===== src/rtl/fetch.sv =====
// Instruction fetch stage: owns the PC, issues word reads, hands instructions to decode.
// Optional FETCH_ALIGN_CHECK_EN: misaligned redirect targets fault instead of being truncated.
module fetch #(
  parameter logic [31:0] RESET_PC = 32'h0000_0000,
  parameter int unsigned TIMEOUT  = 16
) (
  input  logic        clk,
  input  logic        rst,
  output logic [31:0] mem_addr,
  output logic        mem_read,
  input  logic [31:0] mem_rdata,
  input  logic        mem_ack,
  input  logic        redirect,
  input  logic [31:0] redirect_pc,
  output logic [31:0] inst,
  output logic [31:0] inst_pc,
  output logic        inst_valid,
  input  logic        inst_ready,
  output logic        fault,
  output logic [31:0] fault_pc
);

  typedef enum logic [1:0] {
    IDLE  = 2'd0,
    REQ   = 2'd1,
    HOLD  = 2'd2,
    FAULT = 2'd3
  } state_t;

  state_t      state, state_nxt;
  logic [31:0] pc, pc_nxt;
  logic [31:0] timer, timer_nxt;
  logic [31:0] inst_nxt, inst_pc_nxt, fault_pc_nxt;
  logic        mem_read_nxt, inst_valid_nxt, fault_nxt;

  function automatic logic [31:0] word_align(input logic [31:0] addr);
    return addr & 32'hFFFF_FFFC;
  endfunction

  function automatic logic [31:0] next_word(input logic [31:0] addr);
    return addr + 32'd4;
  endfunction

  function automatic logic timeout_hit(input logic [31:0] cnt);
    return (TIMEOUT != 0) && (cnt == TIMEOUT - 1);
  endfunction

  always_comb begin
    state_nxt    = state;
    pc_nxt       = pc;
    timer_nxt    = timer;
    inst_nxt     = inst;
    inst_pc_nxt  = inst_pc;
    fault_pc_nxt = fault_pc;

    case (state)
      IDLE: state_nxt = REQ;
      REQ: begin
        if (mem_ack) begin
          inst_nxt    = mem_rdata;
          inst_pc_nxt = pc;
          pc_nxt      = next_word(pc);
          timer_nxt   = '0;
          state_nxt   = HOLD;
        end else if (timeout_hit(timer)) begin
          fault_pc_nxt = pc;
          timer_nxt    = '0;
          state_nxt    = FAULT;
        end else begin
          timer_nxt = timer + 32'd1;
        end
      end
      HOLD: begin
        if (inst_ready) state_nxt = REQ;
      end
      FAULT: state_nxt = FAULT;
      default: state_nxt = IDLE;
    endcase

    // Redirect overrides everything; any same-cycle ack data is dropped.
    if (redirect) begin
      timer_nxt   = '0;
      inst_nxt    = inst;
      inst_pc_nxt = inst_pc;
`ifdef FETCH_ALIGN_CHECK_EN
      pc_nxt = redirect_pc;
      if (redirect_pc[1:0] != 2'b00) begin
        fault_pc_nxt = redirect_pc;
        state_nxt    = FAULT;
      end else begin
        state_nxt = REQ;
      end
`else
      pc_nxt    = word_align(redirect_pc);
      state_nxt = REQ;
`endif
    end

    mem_read_nxt   = (state_nxt == REQ);
    inst_valid_nxt = (state_nxt == HOLD);
    fault_nxt      = (state_nxt == FAULT);
  end

  always_ff @(posedge clk or posedge rst) begin
    if (rst) begin
      state      <= IDLE;
      pc         <= RESET_PC;
      timer      <= '0;
      mem_read   <= 1'b0;
      inst       <= '0;
      inst_pc    <= '0;
      inst_valid <= 1'b0;
      fault      <= 1'b0;
      fault_pc   <= '0;
    end else begin
      state      <= state_nxt;
      pc         <= pc_nxt;
      timer      <= timer_nxt;
      mem_read   <= mem_read_nxt;
      inst       <= inst_nxt;
      inst_pc    <= inst_pc_nxt;
      inst_valid <= inst_valid_nxt;
      fault      <= fault_nxt;
      fault_pc   <= fault_pc_nxt;
    end
  end

  // The PC register doubles as the registered fetch address.
  assign mem_addr = pc;

endmodule


===== config.mk =====
export PLATFORM = sky130hd
export DESIGN_NAME = fetch
export DESIGN_NICKNAME = d
export VERILOG_FILES = /design/src/rtl/fetch.sv
export SDC_FILE = /design/constraint.sdc
export NUM_CORES = 1
export LEC_CHECK = 0
export ABC_AREA = 1
export ABC_CLOCK_PERIOD_IN_PS = 5870
export CORE_UTILIZATION = 33
export DETAILED_ROUTE_END_ITERATION = 8
export SLEW_MARGIN = 15
export SYNTH_ARGS = -nofsm -noshare
export SYNTH_HDL_FRONTEND = slang
export SYNTH_SLANG_ARGS = --single-unit

===== constraint.sdc =====
create_clock -name clk -period 5.87 [get_ports clk]
set_input_delay 1.4675 -clock clk [delete_from_list [all_inputs] [get_ports clk]]
set_output_delay 1.4675 -clock clk [all_outputs]
set_load 0.05 [all_outputs]

==> results.md, run 1 <==
* Outcome: completed
* Slew @ Worst Pin at 1000 ps
* Synth-to-layout area growth at 35.8%
* Top-count cell post-synth: nand2_1
* Drt pass-1 iters at 5
* DRT iter0 DRCs at 474
* Yosys warns at 0
* Leak pwr at between 4 and 5 nW
* Worst hold stages at 2
* Clock period minus worst slack at 3420 ps
* Fin crit share at 0.583
* Synthesis-stage register bit count at 159
* TritonCTS clock tree: built
* Chip width at 154 um
* Cts hold-fix bufs at 0
* Post-DP HPWL at 15,600 um
* FMAX at 0.292 GHz
* WP depth at 7
* Nets at 1,244
* Post-synth ARST share at 1.00
* Layout cells sized above 1 at 0.0456
* Grt total ovfl at 0
* Antenna Nets Post-Route at 0
* Final hold vios at 0
* Post-synthesis instance area at 7620 sq um
* Mean number of vias per cell at between 4 and 5
* Placed Instances at 1,439
* # clock sinks at 159
* Critical Path End Type: flip-flop
* Share of the synthesized area in the top cell type at 0.522
* CP peak stage delay at 450 ps
* Post-Route Setup TNS at 0 ps
* CTS H-tree lvls at 4
* Cell taking the most area after synthesis: dfrtp_1
* Final setup vio count at 0
* Full die area at 23,700 sq um
* P per Cell Area at 336 nW/um^2
* Filler Cell Count at 2,288
* Num ports at 200
* Clock-pin slew on the worst setup and hold paths at 60 ps
* CTS resizes at 0
* RSZ-0062 raised after global routing: false
* Dominant synthesized flop cell: dfrtp_1
* Placer Congestion at 0.906
* DR DRC count at 0
* Vias in the first global route at 6,701
* Finished Layout Cells at about 1,500
* Slowest cell on the critical path: clkdlybuf4s50_1
* Port bufs at 191
* Fin util at 0.457
* Rows at between 50 and 60
* Initial Util at 0.337
* Setup Crit Path Kind: input port to flip-flop
* Largest cells by area after synthesis: dfrtp_1, nand2_1, nor2_1
* Number of antenna repair diodes at 0
* Clk buf depth at 2
* TritonCTS Buffers at 17
* Global-route wire length before repair at 35,200 um
* Die height at 154 um
* Post-CTS Setup Repair Bufs at 0
* Critical path fanouts, max at 31
* Slew Limit Headroom at 0.331
* Netlist cell types at 38
* Clock Tree Root: clkbuf_16
* Largest net degree at the start of global routing at 93
* WP data required at 6160 ps
* Fin area at between 10,000 and 15,000 sq um
* Tot GR Track Use at 0.190
* Skew-Pair Late Insertion Delay at 420 ps
* Buf+Inv Stages, Crit Path at 4
* Startpoint types: input port
* Crit path DAT at 3720 ps
* Clock skew at roughly 12 ps
* Avg WL per Cell at roughly 15 um
* CP cell instances: clkdlybuf4s50_1 -> buf_4 -> inv_2 -> nand2_4 -> nand2_1 -> inv_2 -> nor2_1
* Number of synthesized flops with an enable pin at 0
* Antenna violations before repair at 0
* Vias post-DR at 7,034
* R2r worst-path depth at 9
* Post-Syn Instances at 988
* Sequential share of the synthesized area at 0.522
* Synth cell count leaders: nand2_1, dfrtp_1, nor2_1
* Top delay family on crit path: buffers and inverters
* Worst Hold Class: flip-flop to flip-flop
* Cell mode on critical path: inv_2
* Number of max-cap violations at 0
* Routed wire length at ~22,000 um
* Avg Cell Area, Syn at 7.71 sq um
* Peak supply drop at between 0.2 and 0.25 mV
* Slew Viols, Final at 0
* Floorplan core area at 22,600 sq um
* Post-Place Cell Area at 9780 sq um
## area by class of cell
cell class,count,area [sq um],area share
Timing Repair Buffer,199,1970,0.191
Clock buffer,21,450,0.0435
Sequential cell,159,3980,0.385
Inverter,81,309,0.0299
Clock inverter,10,115,0.0111
Multi-Input combinational cell,715,3160,0.306
Tap cell,285,357,0.0345
## stage by stage
stage          power [mW]  worst slack, ps  hold WS, ps
2_1_floorplan        2.03              111          475
6_report             3.48             2450          466
4_1_cts              3.52             2410          474
3_3_place_gp         2.43             1980          453
3_5_place_dp         2.43             1970          459
5_1_grt              3.64             2240          494
## state kept, by name, indices dropped and copies added, names as in the netlist
register / flops
fault: 1
mem_read: 1
timer: 32
fault_pc: 30
inst: 32
inst_pc: 30
inst_valid: 1
mem_addr: 30
state: 2
## power by group
group          total, mW  internal (mW)  switching, mW
clock               1.07          0.634          0.440
sequential          1.33           1.23          0.102
combinational       1.08          0.336          0.740
total               3.48           2.20           1.28
## tightest hold or removal path, cell delays in order, from the launching register on
cell,delay [ps]
dfrtp_1,340
nand2_1,50
nand2_1,40
## metal layers
| layer | up-vias | routed length, um | share of wire | global-route usage |
|---|---|---|---|---|
| li1 | 3508 | - | - | - |
| met1 | 3258 | 10200 | 0.47 | 0.254 |
| met2 | 247 | 9900 | 0.45 | 0.306 |
| met3 | 21 | 1490 | 0.068 | 0.0479 |
| met4 | 0 | 282 | 0.013 | 0.0476 |
| met5 | - | 0 | 0 | 0 |
## cells by family after synthesis
group | synth area share
buffers and inverters | 0.0655
AOI/OAI and AO/OA | 0.0777
and+or+nand+nor | 0.315
adders and majority gates | 0.00328
DFF | 0.522
xor gates and xnor gates | 0.0161
other | 0.000492
## cell usage in the layout (no fill, tap or decap), types with 3 or more instances in the layout
cell type and n:
a21oi_1 5, clkbuf_16 17, o21ai_1 4, o21ai_0 78, o21bai_1 3, xnor2_1 4
dfrtp_1 159, inv_2 6, inv_1 74, buf_4 8, nor3_1 18, nand2_1 343
nor2_1 133, o211ai_1 3, nand3_1 53, clkinvlp_4 3, conb_1 6, nand4_1 20
o221ai_1 3, o22ai_1 4, a31oi_1 3, nand3b_1 3, clkinv_2 3, clkdlybuf4s50_1 191
clkbuf_1 3, nor2_2 5, xor2_1 10
## final timing paths
| path | from | endpoint | slack [ps] |
|---|---|---|---|
| max | redirect | timer[8]$_DFFE_PP0P_ | 2450 |
| min | inst[9]$_DFFE_PP0P_ | inst[9]$_DFFE_PP0P_ | 470 |
| max reg2reg | timer[0]$_DFFE_PP0P_ | fault_pc[18]$_DFFE_PP0P_ | 3660 |
| min reg2reg | inst[9]$_DFFE_PP0P_ | inst[9]$_DFFE_PP0P_ | 470 |
| max in group asynchronous | rst | fault_pc[26]$_DFFE_PP0P_ | 3280 |
| min in group asynchronous | rst | inst[31]$_DFFE_PP0P_ | 1590 |
Power figures use the tool's default switching activity.
==> inputs of run 2 (changes only) <==
Settings changed: ABC_CLOCK_PERIOD_IN_PS 5870 to 3560.
Clock period 5.87 ns to 3.56 ns, I/O delays scaled along.
==> results.md, run 2 (synthesis gave the netlist of run 1 again) <==
* Commonest non-fill, non-tap cell in the layout: nand2_1
* Clock-pin slew on the worst setup and hold paths at 70 ps
* Antenna Nets Post-Route at 0
* Routed wire length at 21,800 um
* Pre-CTS setup slack at ~550 ps
* Floorplan core area at 22,600 sq um
* Worst R2R End: fault_pc[24]$_DFFE_PP0P_
* Crit path DAT at 1780 ps
* Slew Viols, Final at 0
* Worst hold slack at about 470 ps
* TritonCTS Buffers at 17
* Avg WL per Cell at 14.8 um
* Port bufs at 191
* DRT iter0 DRCs at approximately 480
* Top delay family on crit path: buffers and inverters
* Hold path startpoint: inst[2]$_DFFE_PP0P_
* RSZ-0062 raised after global routing: false
* Post-route setup slack at 889 ps
* Buf+Inv Stages, Crit Path at 1
* Startpoint types: flip-flop
* Clk buf depth at 2
* Cts hold-fix bufs at 0
* Antenna violations before repair at 1
* Vias post-DR at 6,952
* Placer Congestion at 0.888
* CP cell instances: clkdlybuf4s50_1
* Clock Tree Root: clkbuf_16
* Flop2flop setup slack at about 1500 ps
* Number of max-cap violations at 0
* Nets at 1,247
* Initial Util at 0.337
* Fin crit share at 0.750
* CP peak stage delay at 860 ps
* Post-DP HPWL at 15,700 um
* Critical path fanouts, max at 6
* Largest net degree at the start of global routing at 107
* Worst hold endpoint: inst[2]$_DFFE_PP0P_
* Peak supply drop at between 0.3 and 0.4 mV
* WP data required at about 2700 ps
* Vias in the first global route at 6,781
* Slew @ Worst Pin at 805 ps
* Most frequent cells in the layout: nand2_1, clkdlybuf4s50_1, dfrtp_1, nor2_1, o21ai_0
* TritonCTS clock tree: built
* Outcome: completed
* Top flop regs: inst: 32 flops, timer: 32 flops
* Clock period minus worst slack at 2670 ps
* Layout cells sized above 1 at 0.0505
* Worst hold stages at 2
* Final hold vios at 0
* P per Cell Area at about 550 nW/um^2
* DR DRC count at 0
* Grt total ovfl at 0
* Full die area at roughly 24,000 sq um
* Tot GR Track Use at 0.194
* Worst R2R Start: timer[0]$_DFFE_PP0P_
* # clock sinks at 159
* Rows at between 50 and 60
* Drt pass-1 iters at 4
* Leak pwr at 4.71 nW
* Final setup vio count at 0
* Synth-to-layout area growth at 36.4%
* Die height at 154 um
* Clock skew at 10.5 ps
* Slew Limit Headroom at 0.462
* Skew-Pair Late Insertion Delay at 430 ps
* Setup Crit Path Kind: flip-flop to output pin
* Critical Path End Type: output pin
* Chip width at 154 um
* R2r worst-path depth at 9
* Num ports at 200
* Worst Hold Class: flip-flop to flip-flop
* Global-route wire length before repair at 35,900 um
* FMAX at approximately 0.37 GHz
* Slowest cell on the critical path: clkdlybuf4s50_1
* CTS H-tree lvls at 4
* CTS resizes at 0
* Post-Route Setup TNS at 0 ps
* Post-CTS Setup Repair Bufs at 0
* Fin util at 0.459
* Mean number of vias per cell at 4.71
-- run 2: per-layer routing --
| layer | wire length, um | vias to the layer above | track usage |
|---|---|---|---|
| met5 | 0 | - | 0 |
| met2 | 9790 | 181 | 0.305 |
| met3 | 1320 | 27 | 0.0507 |
| met1 | 10300 | 3226 | 0.254 |
| met4 | 459 | 0 | 0.0767 |
| li1 | - | 3518 | - |
-- run 2: worst max-delay path by stage --
stage                             startpoint               endpoint  slack [ps]  cells after the start
global placement                    redirect  timer[16]$_DFFE_PP0P_         570                      6
finish              mem_addr[16]$_DFFE_PP0P_           mem_addr[16]         890                      1
global route        mem_addr[16]$_DFFE_PP0P_           mem_addr[16]         840                      1
CTS                 mem_addr[16]$_DFFE_PP0P_           mem_addr[16]         870                      1
detailed placement                  redirect  timer[12]$_DFFE_PP0P_         550                      6
floorplan                                rst        fault$_DFF_PP0_         660                      1
-- run 2: layout make-up --
class | instances | area [sq um]
repair buffers | 202 | 2020
clock inverters | 14 | 135
inverters | 81 | 308
clock buffers | 18 | 429
flip-flops and latches | 159 | 3980
diodes | 1 | 2.50
multi-input cells | 715 | 3160
well taps | 285 | 357
fillers | 2256 | 12200
-- run 2: power by group --
| part | total (mW) | switching (mW) | internal (mW) |
|---|---|---|---|
| Clock | 1.77 | 0.795 | 0.974 |
| Combinational | 1.78 | 1.22 | 0.558 |
| Sequential | 2.20 | 0.170 | 2.03 |
| Total | 5.74 | 2.19 | 3.56 |
-- run 2: metrics by stage --
stage / std cells / total power, mW / area (sq um)
finish: 1475 / 5.74 / 10400
detailed placement: 1442 / 4.02 / 9830
global placement: 1442 / 4.01 / 9830
global route: 1475 / 6.00 / 10400
floorplan: 993 / 3.34 / 7640
CTS: 1474 / 5.80 / 10400
